==> src/rtl/comp_unpack.sv <==
// Splits packed 2*p_size words into two p_size halves through a p_depth FIFO.
// Outputs are registered; overflow drops the incoming word and sets a sticky flag.
module comp_unpack #(
  parameter int p_size  = 4,
  parameter int p_depth = 4
) (
  input  logic                         clk,
  input  logic                         rst,
  input  logic [2*p_size-1:0]          i_param,
  input  logic                         i_dv,
  input  logic                         i_ack,
  input  logic                         i_clr,
  output logic [p_size-1:0]            o_param,
  output logic [p_size-1:0]            o_param_2,
  output logic                         o_ena,
  output logic [$clog2(p_depth):0]     o_level,
  output logic                         o_ovf
);

  localparam int AW = $clog2(p_depth);
  localparam int LW = AW + 1;
  localparam int DW = 2 * p_size;

  logic [AW-1:0] wr_ptr_q, wr_ptr_d;
  logic [AW-1:0] rd_ptr_q, rd_ptr_d;
  logic [LW-1:0] level_q, level_d;
  logic          ena_q, ena_d;
  logic          ovf_q, ovf_d;
  logic [DW-1:0] head_q, head_d;
  logic [DW-1:0] mem_q [p_depth];

  logic full, pop, push, drop;

  always_comb begin
    full     = (level_q == LW'(p_depth));
    pop      = ena_q && i_ack;
    push     = i_dv && (!full || pop);
    drop     = i_dv && full && !pop;

    wr_ptr_d = push ? wr_ptr_q + AW'(1) : wr_ptr_q;
    rd_ptr_d = pop  ? rd_ptr_q + AW'(1) : rd_ptr_q;

    level_d  = level_q;
    case ({push, pop})
      2'b10:   level_d = level_q + LW'(1);
      2'b01:   level_d = level_q - LW'(1);
      default: level_d = level_q;
    endcase

    ena_d    = (level_d != '0);

    // New head is the word being written this cycle when the read pointer
    // lands on the write slot (FIFO empty, or last word popped while pushing).
    head_d   = head_q;
    if (ena_d) begin
      if (push && (rd_ptr_d == wr_ptr_q)) head_d = i_param;
      else                                head_d = mem_q[rd_ptr_d];
    end

    ovf_d    = drop | (ovf_q & ~i_clr);
  end

  always_ff @(posedge clk or negedge rst) begin
    if (!rst) begin
      wr_ptr_q <= '0;
      rd_ptr_q <= '0;
      level_q  <= '0;
      ena_q    <= 1'b0;
      ovf_q    <= 1'b0;
      head_q   <= '0;
    end else begin
      wr_ptr_q <= wr_ptr_d;
      rd_ptr_q <= rd_ptr_d;
      level_q  <= level_d;
      ena_q    <= ena_d;
      ovf_q    <= ovf_d;
      head_q   <= head_d;
    end
  end

  always_ff @(posedge clk) begin
    if (push) mem_q[wr_ptr_q] <= i_param;
  end

  assign o_param   = head_q[p_size-1:0];
  assign o_param_2 = head_q[DW-1:p_size];
  assign o_ena     = ena_q;
  assign o_level   = level_q;
  assign o_ovf     = ovf_q;

endmodule

==> config.mk <==
export PLATFORM = sky130hd
export DESIGN_NAME = comp_unpack
export DESIGN_NICKNAME = d
export VERILOG_FILES = /design/src/rtl/comp_unpack.sv
export SDC_FILE = /design/constraint.sdc
export NUM_CORES = 1
export LEC_CHECK = 0
export ABC_CLOCK_PERIOD_IN_PS = 2300
export BUFFER_PORTS_ARGS = -buffer_cell sky130_fd_sc_hd__buf_2
export CORE_AREA = 3 3 74 76
export DETAILED_ROUTE_END_ITERATION = 10
export DIE_AREA = 0 0 77 79
export PLACE_DENSITY = 0.78
export SYNTH_ARGS = -nofsm -noshare
export SYNTH_HDL_FRONTEND = slang
export SYNTH_SLANG_ARGS = --single-unit
==> constraint.sdc <==
create_clock -name clk -period 2.3 [get_ports clk]
set_input_delay 0.23 -clock clk [delete_from_list [all_inputs] [get_ports clk]]
set_output_delay 0.23 -clock clk [all_outputs]
set_load 0.01 [all_outputs]
# Word level (Yosys, flattened, before mapping)
# Memory sizes are Yosys's and may differ from the RTL's. A register that Yosys moved wholly into a read port is not among the register bits.
# Index checks and enable logic that the tools add are counted.
# op_classes
n_addsub	4
n_eq_ne	3
n_mux	4
bitwise	3
n_reduce_logical	9
# op_table
cell	count
$pmux 3 s2	1
$add 2x1->2 const B	2
$logic_and 1x1->1	4
$add 3x1->3 const B	1
$eq 3x3->1 const B	1
$logic_not 1->1	3
$reduce_bool 3->1	1
$sub 3x1->3 const B	1
$eq 2x1->1 const B	1
$eq 2x2->1 const B	1
$mux 1	2
$mux 2	1
$and 1x1->1	1
$logic_or 1x1->1	1
$not 1->1	1
$or 1x1->1	1
# word_totals
reg_bits	9
ramBits	32
in_bits	13
out_inout_bits	13
word_cells	29
n_memories	1
# memory_table
name	depth	word_bits	rd	rd_ports_with_merged_regs	write_ports	line	text
mem_q	4	8	1	1	1	30	logic [DW-1:0] mem_q [p_depth];

# Depth between registers and ports, before layout
# Gate-level depths: netlist (run 1).
# logic_depth
depth_word	7
mapped_depth	10
depth_no_buf	7

# Worst setup path before layout (run 1)
# No wires, ideal clock.
# synth_timing
path_type	register to register
start	register ena_q (netlist: o_ena)
end	register head_q[0], read port of mem_q
setup_ps	76
t_arrival_ps	2415
required_ps	2224
setup_slack_ps	-192
path_stages_with_launch	10
n_path_buf	3
period_less_slack_ps	2492
path_cell_list	dfrtp_1 -> buf_2 -> buf_2 -> nand3b_1 -> fa_1 -> o311a_4 -> o31ai_4 -> buf_6 -> nand2_1 -> o21ai_1
# synth_via
elab_chain_len	6
elab_cells_between_ends	8
cone_classes	2 x eq/ne; 2 x mux; 4 x reduce/logical
# synth_rtl
item	line	text
from (decl)	27	logic ena_q, ena_d;
from (signal assigned)	75	ena_q <= ena_d;
$logic_and 1x1->1 (*)	36	pop = ena_q && i_ack;
$logic_or 1x1->1	37	push = i_dv && (!full || pop);
$logic_and 1x1->1	37	
$eq 2x1->1 / $eq 2x2->1 (equally long branches)	44	case ({push, pop})
$pmux 3 s2	44	
$reduce_bool 3->1	50	ena_d = (level_d != '0);
to (decl)	29	logic [DW-1:0] head_q, head_d;
# Mark *: on every way between the ends. The rest lies on a longest branch, timed or not.
# A chain may end at the register's enable or synchronous reset.

# Final worst setup path (run 1)
# layout_timing
start	register ena_q (netlist: o_ena)
end	register head_q[4], read port of mem_q
# Same word-level chain as after synthesis.

==> impl_metrics.toml, run 1 <==
[run_status]
status = "finished clean"

[finish]
fill_cells = 388
areaGrowthSynthToFinish_pct = 12.63
num_antenna_cells = 0
final_nets = 254
final_util_pct = 60.84
drive_above_1_share_pct = 23.63

[synth]
yosys.area.top_type = "edfxtp_1"
synthCells = 205
yosys-top-cells-count = "edfxtp_1 (32), a211oi_1 (21), dfrtp_1 (17)"
syn_area_mm2 = 0.002585
ys_seq_area_share_pct = 53.63
synth_top_flop_cell = "edfxtp_1"
synth.most_common_cell = "edfxtp_1"
netlist-cell-type-count = 42
yosys_warnings = 0
postSynth.asyncResetShare_pct = 34.69
synthTopCellsByArea = "edfxtp_1 (37%), dfrtp_1 (16%), mux2i_1 (6.2%), a211oi_1 (6.1%), nand4b_1 (3.0%)"
syn_nets = 223
synth-edff-count = 32
ys_seq_elements = 49
yosysTopAreaCellShare_pct = 37.17
avgSynthCellArea_um2 = 12.61

[critical_path]
cpPeakStageDelay_ps = 470
path_buf_inv = 1
cp_cell_sequence = "nand3b_1 > fa_2 > a21boi_0 > a221oi_1 > o31ai_4 > buf_4 > nand2_1 > o21ai_1"
reg2reg_depth = 8
critPathKind = "reg -> reg"
worstPathRequired_ps = 2480
end_kind = "flip-flop"
cpMaxStageDelayCell = "a221oi_1"
critical_path.top_delay_family = "compound AO/OA/AOI/OAI gates"
worstSetupStartpointType = "flip-flop"
crit_fanout = 9
r2r_start = "o_ena"
reg2reg_slack_ps = 140
timing.rr.end = "head_q[4]"
arrival_ps = 2340

[drt]
first_pass_iters = 4
drc = 0
drt-initial-drc-count = 98
vias = 1776
vias_per_cell = 5.842
wire_per_inst_um = 17.07
detail-route-antenna-nets = 0
wl_mm = 5.190

[placement]
pre_cts_ws_ps = 140.1
dp_hpwl_mm = 3.583
port_buffers = 25
place_congestion = 0.7950

[hold_path]
whs_path_depth = 1
holdPathEnd = "mem_q[3][0]"
min_from = "i_param[0]"
hold_path.class = "in -> reg"

[timing]
fin_ws_ps = 136.5
setup_violations = 0
drv_slew = 0
fin_crit_sh_pct = 94.07
fmax_ghz = 0.4622
finClkSkew_ps = 7.295
hold_viol = 0
fin_hold_ws_ps = 159.6
timing.slew.headroom_pct = 55.92
tightest_slew_ps = 661.2
setup-tns-final_ps = 0
period_needed_ps = 2164
rsz0062_at_grt = "no"

[floorplanning]
die_area_mm2 = 0.006083
dieHeight_um = 79
start_util_pct = 54.01
die_w_um = 77
fp-row-count = 25
ios = 26
core_area_mm2 = 0.004786

[power]
p_clk_share_pct = 13.0
switchingPower_w = 0.001465
combPwrFrac_pct = 49.4
swShare_pct = 39.49
ir_worst_vdd_uv = 765.9
seqPwrFrac_pct = 37.7
p_int_w = 0.002245
power_leakage_nw = 1.147
pwr_density_cell_mw_per_mm2 = 1274

[clock_tree]
ctsResizeCount = 0
ctsRootBufferMaster = "clkbuf_8"
cts_htree_levels = 2
cts_buffers = 5
cts_tree = "yes"
cts_sinks = 49
clk_latency_ps = 300
clockBufferDepth = 2
clk_pin_slew_worst_paths_ps = 90

[grt]
first_global_vias = 1675
overflow = 0
track_usage_pct = 18.20
grt_max_degree = 34
antenna_found_initial = 0
grt_pass1_wl_mm = 8.549

[job]
cap_violations = 0
==> metrics by stage <==
step / cell area (um^2) / power, W / std cells
floorplan: 2601 / 0.002756 / 205
global placement: 2819 / 0.003198 / 295
detailed placement: 2819 / 0.003265 / 295
CTS: 2912 / 0.003743 / 304
global route: 2912 / 0.003970 / 304
finish: 2912 / 0.003710 / 304
==> registers in the layout, indices dropped and copies added, names as in the netlist <==
signal / count
rd_ptr_q: 2
head_q: 8
mem_q: 32
o_level: 3
o_ena: 1
wr_ptr_q: 2
o_ovf: 1
==> layer usage <==
metal  routed length (um)  vias up  GRT usage [%]
met1                 2310      877          23.90
met2                 2651       33          30.49
met3                  183        4          3.628
li1                     -      862              -
met4                   43        0          5.872
met5                    0        -              0
==> layout make-up <==
| cell class | instances | area, um^2 | area share (%) |
|---|---|---|---|
| Clock inverter | 2 | 10.01 | 0.3438 |
| Tap cell | 67 | 83.83 | 2.879 |
| Timing Repair Buffer | 41 | 247.7 | 8.509 |
| Multi-Input combinational cell | 131 | 1080 | 37.09 |
| Inverter | 8 | 30.03 | 1.031 |
| Clock buffer | 6 | 72.57 | 2.492 |
| Sequential cell | 49 | 1388 | 47.66 |
==> how the worst max path moves through the flow <==
| stage | to | startpoint | depth (start not counted) | slack (ps) |
|---|---|---|---|---|
| final | head_q[4] | o_ena | 8 | 140 |
| after detailed placement | head_q[4] | i_dv | 9 | 140 |
| after global placement | head_q[6] | o_ena | 6 | 220 |
| after global routing | head_q[5] | o_ena | 8 | 30 |
| after floorplan | head_q[0] | o_ena | 9 | 9 |
| after CTS | head_q[4] | o_ena | 8 | 130 |
==> placed cells by master, fill, tap and decap left out, types with 3 or more instances in the layout <==
| cell type | n |
|---|---|
| nor4bb_1 | 7 |
| mux2i_1 | 16 |
| a2bb2oi_1 | 7 |
| clkbuf_8 | 5 |
| buf_4 | 15 |
| nand4b_1 | 9 |
| inv_1 | 7 |
| edfxtp_1 | 32 |
| dfrtp_1 | 16 |
| a211oi_1 | 21 |
| o31ai_1 | 8 |
| and2_1 | 5 |
| o21ai_0 | 3 |
| xnor2_1 | 5 |
| nand2_1 | 12 |
| ha_1 | 4 |
| buf_2 | 25 |
| o21ai_1 | 8 |
==> logic make-up (layout without fill, tap and decap cells) <==
| family | count (synthesis) | count (layout) | share of synthesized area (%) |
|---|---|---|---|
| adders and majority gates | 5 | 5 | 2.711 |
| DFF | 49 | 49 | 53.63 |
| and+or+nand+nor | 43 | 43 | 11.28 |
| AOI/OAI and AO/OA | 61 | 61 | 19.36 |
| buffers and inverters | 25 | 57 | 4.695 |
| xor gates and xnor gates | 5 | 5 | 1.694 |
| muxes | 17 | 17 | 6.631 |
==> power by group through the flow <==
stage / Sequential (W) / Combinational [W] / Clock [W]
4_1_cts: 0.00140 / 0.00185 / 0.000494
3_3_place_gp: 0.00141 / 0.00179 / 0
5_1_grt: 0.00143 / 0.00201 / 0.000528
2_1_floorplan: 0.00141 / 0.00135 / 0
3_5_place_dp: 0.00141 / 0.00185 / 0
6_report: 0.00140 / 0.00183 / 0.000481
==> timing repair <==
item / in CTS / in global routing
setup endpoints to repair: 0 / 0
endpoints found under the hold margin: 17 / 0
buffers inserted: 0 / 0
hold buffers: 1 / 0
(Power assumes the default switching activity.)
==> inputs of run 2 (changes only) <==
==> config.mk (replaced) <==
export PLATFORM = sky130hd
export DESIGN_NAME = comp_unpack
export DESIGN_NICKNAME = d
export VERILOG_FILES = /design/src/rtl/comp_unpack.sv
export SDC_FILE = /design/constraint.sdc
export NUM_CORES = 1
export LEC_CHECK = 0
export ABC_AREA = 1
export ABC_CLOCK_PERIOD_IN_PS = 2300
export BUFFER_PORTS_ARGS = -buffer_cell sky130_fd_sc_hd__buf_2
export CORE_AREA = 3 3 73 75
export DETAILED_ROUTE_END_ITERATION = 10
export DIE_AREA = 0 0 76 78
export PLACE_DENSITY = 0.76
export SYNTH_ARGS = -nofsm -noshare
export SYNTH_HDL_FRONTEND = slang
export SYNTH_SLANG_ARGS = --single-unit
==> run 2 against run 1 <==
Fmax grew 5.3%. Die area shrank 2.5%. Via count shrank 0.90%. Global-route usage shrank 0.48 points. Area after synthesis shrank 6.7%. Clock power is essentially flat. Largest power group unchanged.
==> impl_metrics.toml, run 2 <==
[critical_path]
reg2reg_depth = 8
arrival_ps = 2250
end_kind = "flip-flop"
worstPathRequired_ps = 2490
reg2reg_slack_ps = 250
crit_fanout = 10
cpPeakStageDelay_ps = 480
critical_path.top_delay_family = "simple AND/OR/NAND/NOR gates"
cpMaxStageDelayCell = "dfrtp_1"
cp_cell_sequence = "nand3_1 > fa_1 > nand4_1 > nand3_1 > nand2_2 > nand3_2 > nand2_1 > nand2_1"
r2r_start = "o_ena"
path_buf_inv = 0
timing.rr.end = "head_q[3]"
worstSetupStartpointType = "flip-flop"
critPathKind = "reg -> reg"

[finish]
final_cell_mix = "nand2_1 (64), inv_1 (34), nand3_1 (33), edfxtp_1 (32), buf_2 (25)"
final_util_pct = 57.67
fill_cells = 418
layout_commonest_cell = "nand2_1"
multiInputGateArea_um2 = 863.3
drive_above_1_share_pct = 19.35
final_nets = 296
largest_reg_flops = 32
seq_area_mm2 = 0.001386
areaGrowthSynthToFinish_pct = 12.91
top_register = "mem_q"
num_antenna_cells = 0

[timing]
drv_slew = 0
setup-tns-final_ps = 0
rsz0062_at_grt = "no"
fmax_ghz = 0.4868
timing.slew.headroom_pct = 74.78
hold_viol = 0
setup_violations = 0
fin_hold_ws_ps = 102.4
tightest_slew_ps = 378.4
fin_crit_sh_pct = 89.31
fin_ws_ps = 245.8
period_needed_ps = 2054
finClkSkew_ps = 4.242

[drt]
vias = 1760
wire_per_inst_um = 13.69
drc = 0
wl_mm = 4.736
vias_per_cell = 5.087
detail-route-antenna-nets = 0
first_pass_iters = 4
drt-initial-drc-count = 133

[grt]
overflow = 0
grt_max_degree = 19
track_usage_pct = 17.72
antenna_found_initial = 0
first_global_vias = 1679
grt_pass1_wl_mm = 8.259

[synth]
netlist-cell-type-count = 21
yosys_warnings = 0
ys_seq_elements = 49
postSynth.asyncResetShare_pct = 34.69
synthCells = 244
synth.most_common_cell = "nand2_1"
yosys-top-cells-count = "nand2_1 (64), inv_1 (34), nand3_1 (33)"
syn_area_mm2 = 0.002412
ys_seq_area_share_pct = 57.47
yosys.area.top_type = "edfxtp_1"
synthTopCellsByArea = "edfxtp_1 (40%), dfrtp_1 (18%), nand2_1 (10%), nand3_1 (6.8%), inv_1 (5.3%)"
yosysTopAreaCellShare_pct = 39.83
avgSynthCellArea_um2 = 9.887
synth_top_flop_cell = "edfxtp_1"
syn_nets = 262
synth-edff-count = 32

[placement]
dp_hpwl_mm = 3.306
port_buffers = 25
place_congestion = 0.8430
pre_cts_ws_ps = 297.0

[clock_tree]
ctsResizeCount = 0
cts_sinks = 49
ctsRootBufferMaster = "clkbuf_8"
clk_latency_ps = 300
cts_htree_levels = 2
cts_tree = "yes"
clk_pin_slew_worst_paths_ps = 90
cts_buffers = 5
clockBufferDepth = 2

[power]
pwr_density_cell_mw_per_mm2 = 1345
ir_worst_vdd_uv = 472.4
finalPower_w = 0.003664
power_leakage_nw = 1.292

[hold_path]
hold_path.class = "in -> reg"
whs_path_depth = 2
min_from = "i_clr"
holdPathEnd = "o_ovf"

[floorplanning]
start_util_pct = 51.07
ios = 26
die_area_mm2 = 0.005928
core_area_mm2 = 0.004723
dieHeight_um = 78
fp-row-count = 25
die_w_um = 76

[run_status]
status = "finished clean"

[job]
cap_violations = 0
## run 2: cell count changes in the layout (fill, tap and decap cells not counted), sizes merged, moves of 7 or more
cell     change
nand3b      +14
o31ai       -10
nand4b       -9
a211oi      -21
o21ai       -11
nand2       +64
buf         -10
inv         +28
nand4       +11
nand3       +36
nor4bb       -7
mux2i       -16
a2bb2oi      -7
## run 2: kinds of logic after synthesis
kind of cell | count (synthesis) | synth area share [%]
simple gates | 147 | 32.05
compound gates | 2 | 0.4668
buf+inv | 40 | 6.742
fa+ha+maj | 5 | 2.905
xor+xnor | 1 | 0.3631
flops | 49 | 57.47
## run 2: worst max-delay path by stage
stage               slack, ps   from        end  cells after the start
CTS                       270  o_ena  head_q[3]                      8
global route               50  o_ena  head_q[3]                      8
detailed placement        300  o_ena  head_q[3]                      8
finish                    250  o_ena  head_q[3]                      8
floorplan                 480  o_ena  head_q[0]                      8
global placement          410  o_ena  head_q[2]                      8
## run 2: per-layer routing
layer | GRT usage [%] | wire, um | vias up
li1 | - | - | 875
met1 | 22.11 | 2097 | 842
met2 | 30.23 | 2317 | 36
met3 | 4.408 | 225 | 7
met4 | 5.978 | 94 | 0
met5 | 0 | 0 | -
## run 2: through the flow
step	cells	cell area, um^2
global placement	337	2633
detailed placement	337	2633
CTS	346	2724
finish	346	2724
global route	346	2724
floorplan	244	2412
## run 2: power breakdown
part / internal [W] / leakage [nW] / switching (W)
Sequential: 0.00122 / 0.492 / 0.000144
Clock: 0.000205 / 0.0430 / 0.000277
Combinational: 0.000594 / 0.757 / 0.00123
Total: 0.00202 / 1.29 / 0.00165
## run 2: area by class of cell
class	count	share of cell area (%)
inverters	36	5.007
multi-input cells	155	31.70
clock buffers	5	2.526
well taps	67	3.078
clock inverters	3	0.4593
flip-flops and latches	49	50.90
repair buffers	31	6.339
## run 2: what timing repair did
| item | 4_1_cts | 5_1_grt |
|---|---|---|
| hold buffers | 1 | 0 |
| endpoints found under the hold margin | 17 | 0 |
| buffers inserted | 0 | 0 |
==> inputs of run 3 (changes only) <==
==> config.mk (replaced) <==
export PLATFORM = sky130hd
export DESIGN_NAME = comp_unpack
export DESIGN_NICKNAME = d
export VERILOG_FILES = /design/src/rtl/comp_unpack.sv
export SDC_FILE = /design/constraint.sdc
export NUM_CORES = 1
export LEC_CHECK = 0
export ABC_CLOCK_PERIOD_IN_PS = 2300
export BUFFER_PORTS_ARGS = -buffer_cell sky130_fd_sc_hd__buf_2
export CORE_AREA = 3 3 74 76
export CTS_BUF_LIST = sky130_fd_sc_hd__clkbuf_4 sky130_fd_sc_hd__clkbuf_8 sky130_fd_sc_hd__clkbuf_16
export DETAILED_ROUTE_END_ITERATION = 10
export DIE_AREA = 0 0 77 79
export PLACE_DENSITY = 0.78
export SYNTH_ARGS = -nofsm -noshare
export SYNTH_HDL_FRONTEND = slang
export SYNTH_SLANG_ARGS = --single-unit
==> run 3 against run 2 <==
Sequential power is 3% higher. Design area is 7.0% higher. Utilization is 3.2 points higher. Global-route usage is 0.48 points higher. Worst hold slack better by 56 ps. Fmax is 5.0% lower. Largest power group unchanged.
==> impl_metrics.toml, run 3 (same netlist as run 1, synthesis figures left out) <==
[floorplanning]
die_area_mm2 = 0.006083
dieHeight_um = 79
core_area_mm2 = 0.004786
die_w_um = 77
fp-row-count = 25
start_util_pct = 54.01
ios = 26

[timing]
period_needed_ps = 2163
drv_slew = 0
finClkSkew_ps = 6.530
timing.slew.headroom_pct = 55.64
tightest_slew_ps = 665.4
fin_ws_ps = 137.2
fin_crit_sh_pct = 94.03
setup-tns-final_ps = 0
setup_violations = 0
rsz0062_at_grt = "no"
fmax_ghz = 0.4624
hold_viol = 0

[power]
pwr_density_cell_mw_per_mm2 = 1278
seqPwrFrac_pct = 37.5
ir_worst_vdd_uv = 766.7
power_leakage_nw = 1.151
switchingPower_w = 0.001469
combPwrFrac_pct = 49.2
p_int_w = 0.002257
swShare_pct = 39.42
p_clk_share_pct = 13.3

[clock_tree]
clk_pin_slew_worst_paths_ps = 90
cts_buffers = 5
cts_htree_levels = 2
clk_latency_ps = 300
clockBufferDepth = 2
cts_tree = "yes"
ctsRootBufferMaster = "clkbuf_8"
ctsResizeCount = 0
cts_sinks = 49

[drt]
drc = 0
detail-route-antenna-nets = 0
first_pass_iters = 4
wire_per_inst_um = 17.14
wl_mm = 5.212
vias_per_cell = 5.816
vias = 1768
drt-initial-drc-count = 97

[critical_path]
r2r_start = "o_ena"
timing.rr.end = "head_q[4]"
reg2reg_depth = 8
worstSetupStartpointType = "flip-flop"
crit_fanout = 9
worstPathRequired_ps = 2480
critPathKind = "reg -> reg"
reg2reg_slack_ps = 140
end_kind = "flip-flop"
arrival_ps = 2350

[hold_path]
hold_path.class = "in -> reg"
holdPathEnd = "mem_q[1][0]"
min_from = "i_param[0]"
whs_path_depth = 1

[grt]
grt_pass1_wl_mm = 8.549
grt.busiest_layer = "met2"
overflow = 0
grt.met3_usage_pct = 3.628
track_usage_pct = 18.20
grt_use_met2_pct = 30.49
use_met1_pct = 23.90
antenna_found_initial = 0
grt_max_degree = 34
first_global_vias = 1675

[finish]
layout_commonest_cell = "edfxtp_1"
top_register = "mem_q"
areaGrowthSynthToFinish_pct = 12.78
final_nets = 254
final_cell_mix = "edfxtp_1 (32), buf_2 (25), a211oi_1 (21), mux2i_1 (16), dfrtp_1 (16)"
drive_above_1_share_pct = 24.05
num_antenna_cells = 0
largest_reg_flops = 32

[placement]
dp_hpwl_mm = 3.583
port_buffers = 25
place_congestion = 0.7950
pre_cts_ws_ps = 140.1

[run_status]
status = "finished clean"

[job]
cap_violations = 0
[run 3: layout make-up]
| type | instances | area (um^2) |
|---|---|---|
| fill | 388 | 1871 |
| clock inverter | 2 | 10.01 |
| multi-input combinational | 131 | 1080 |
| clock buffer | 6 | 76.32 |
| timing repair buffer | 41 | 247.7 |
| inverter | 8 | 30.03 |
| sequential | 49 | 1388 |
| tap | 67 | 83.83 |
[run 3: what timing repair did]
item / CTS / global route
hold buffers: 1 / 0
buffers inserted: 0 / 0
hold endpoints to repair: 17 / 0
[run 3: routing by layer]
| metal | wire length (um) | up-vias |
|---|---|---|
| met3 | 180 | 4 |
| met4 | 46 | 0 |
| met1 | 2346 | 870 |
| li1 | - | 864 |
| met5 | 0 | - |
| met2 | 2638 | 30 |
[run 3: metrics by stage]
step,total power (W),std cells,hold WS [ps],instance area (um^2),utilization (%)
2_1_floorplan,0.002756,205,-65.59,2601,-
3_3_place_gp,0.003198,295,171.9,2819,58.90
3_5_place_dp,0.003265,295,174.6,2819,58.90
4_1_cts,0.003755,304,152.8,2915,60.92
5_1_grt,0.003982,304,155.2,2915,60.92
6_report,0.003725,304,158.1,2915,60.92
[run 3: worst max path at each step]
stage               startpoint         to
floorplan                o_ena  head_q[0]
global placement         o_ena  head_q[6]
detailed placement        i_dv  head_q[4]
CTS                      o_ena  head_q[4]
global route             o_ena  head_q[5]
finish                   o_ena  head_q[4]
[run 3: worst max-delay path, cell delays in order (launching register included)]
cell	delay, ps
dfrtp_2	450
nand3b_1	170
fa_2	440
a21boi_0	150
a221oi_1	470
o31ai_4	90
buf_4	170
nand2_1	60
o21ai_1	60
[run 3: power by group through the flow]
stage | Combinational (W) | Sequential [W] | Clock, W
2_1_floorplan | 0.00135 | 0.00141 | 0
3_3_place_gp | 0.00179 | 0.00141 | 0
3_5_place_dp | 0.00185 | 0.00141 | 0
4_1_cts | 0.00185 | 0.00140 | 0.000506
5_1_grt | 0.00201 | 0.00143 | 0.000540
6_report | 0.00183 | 0.00140 | 0.000495
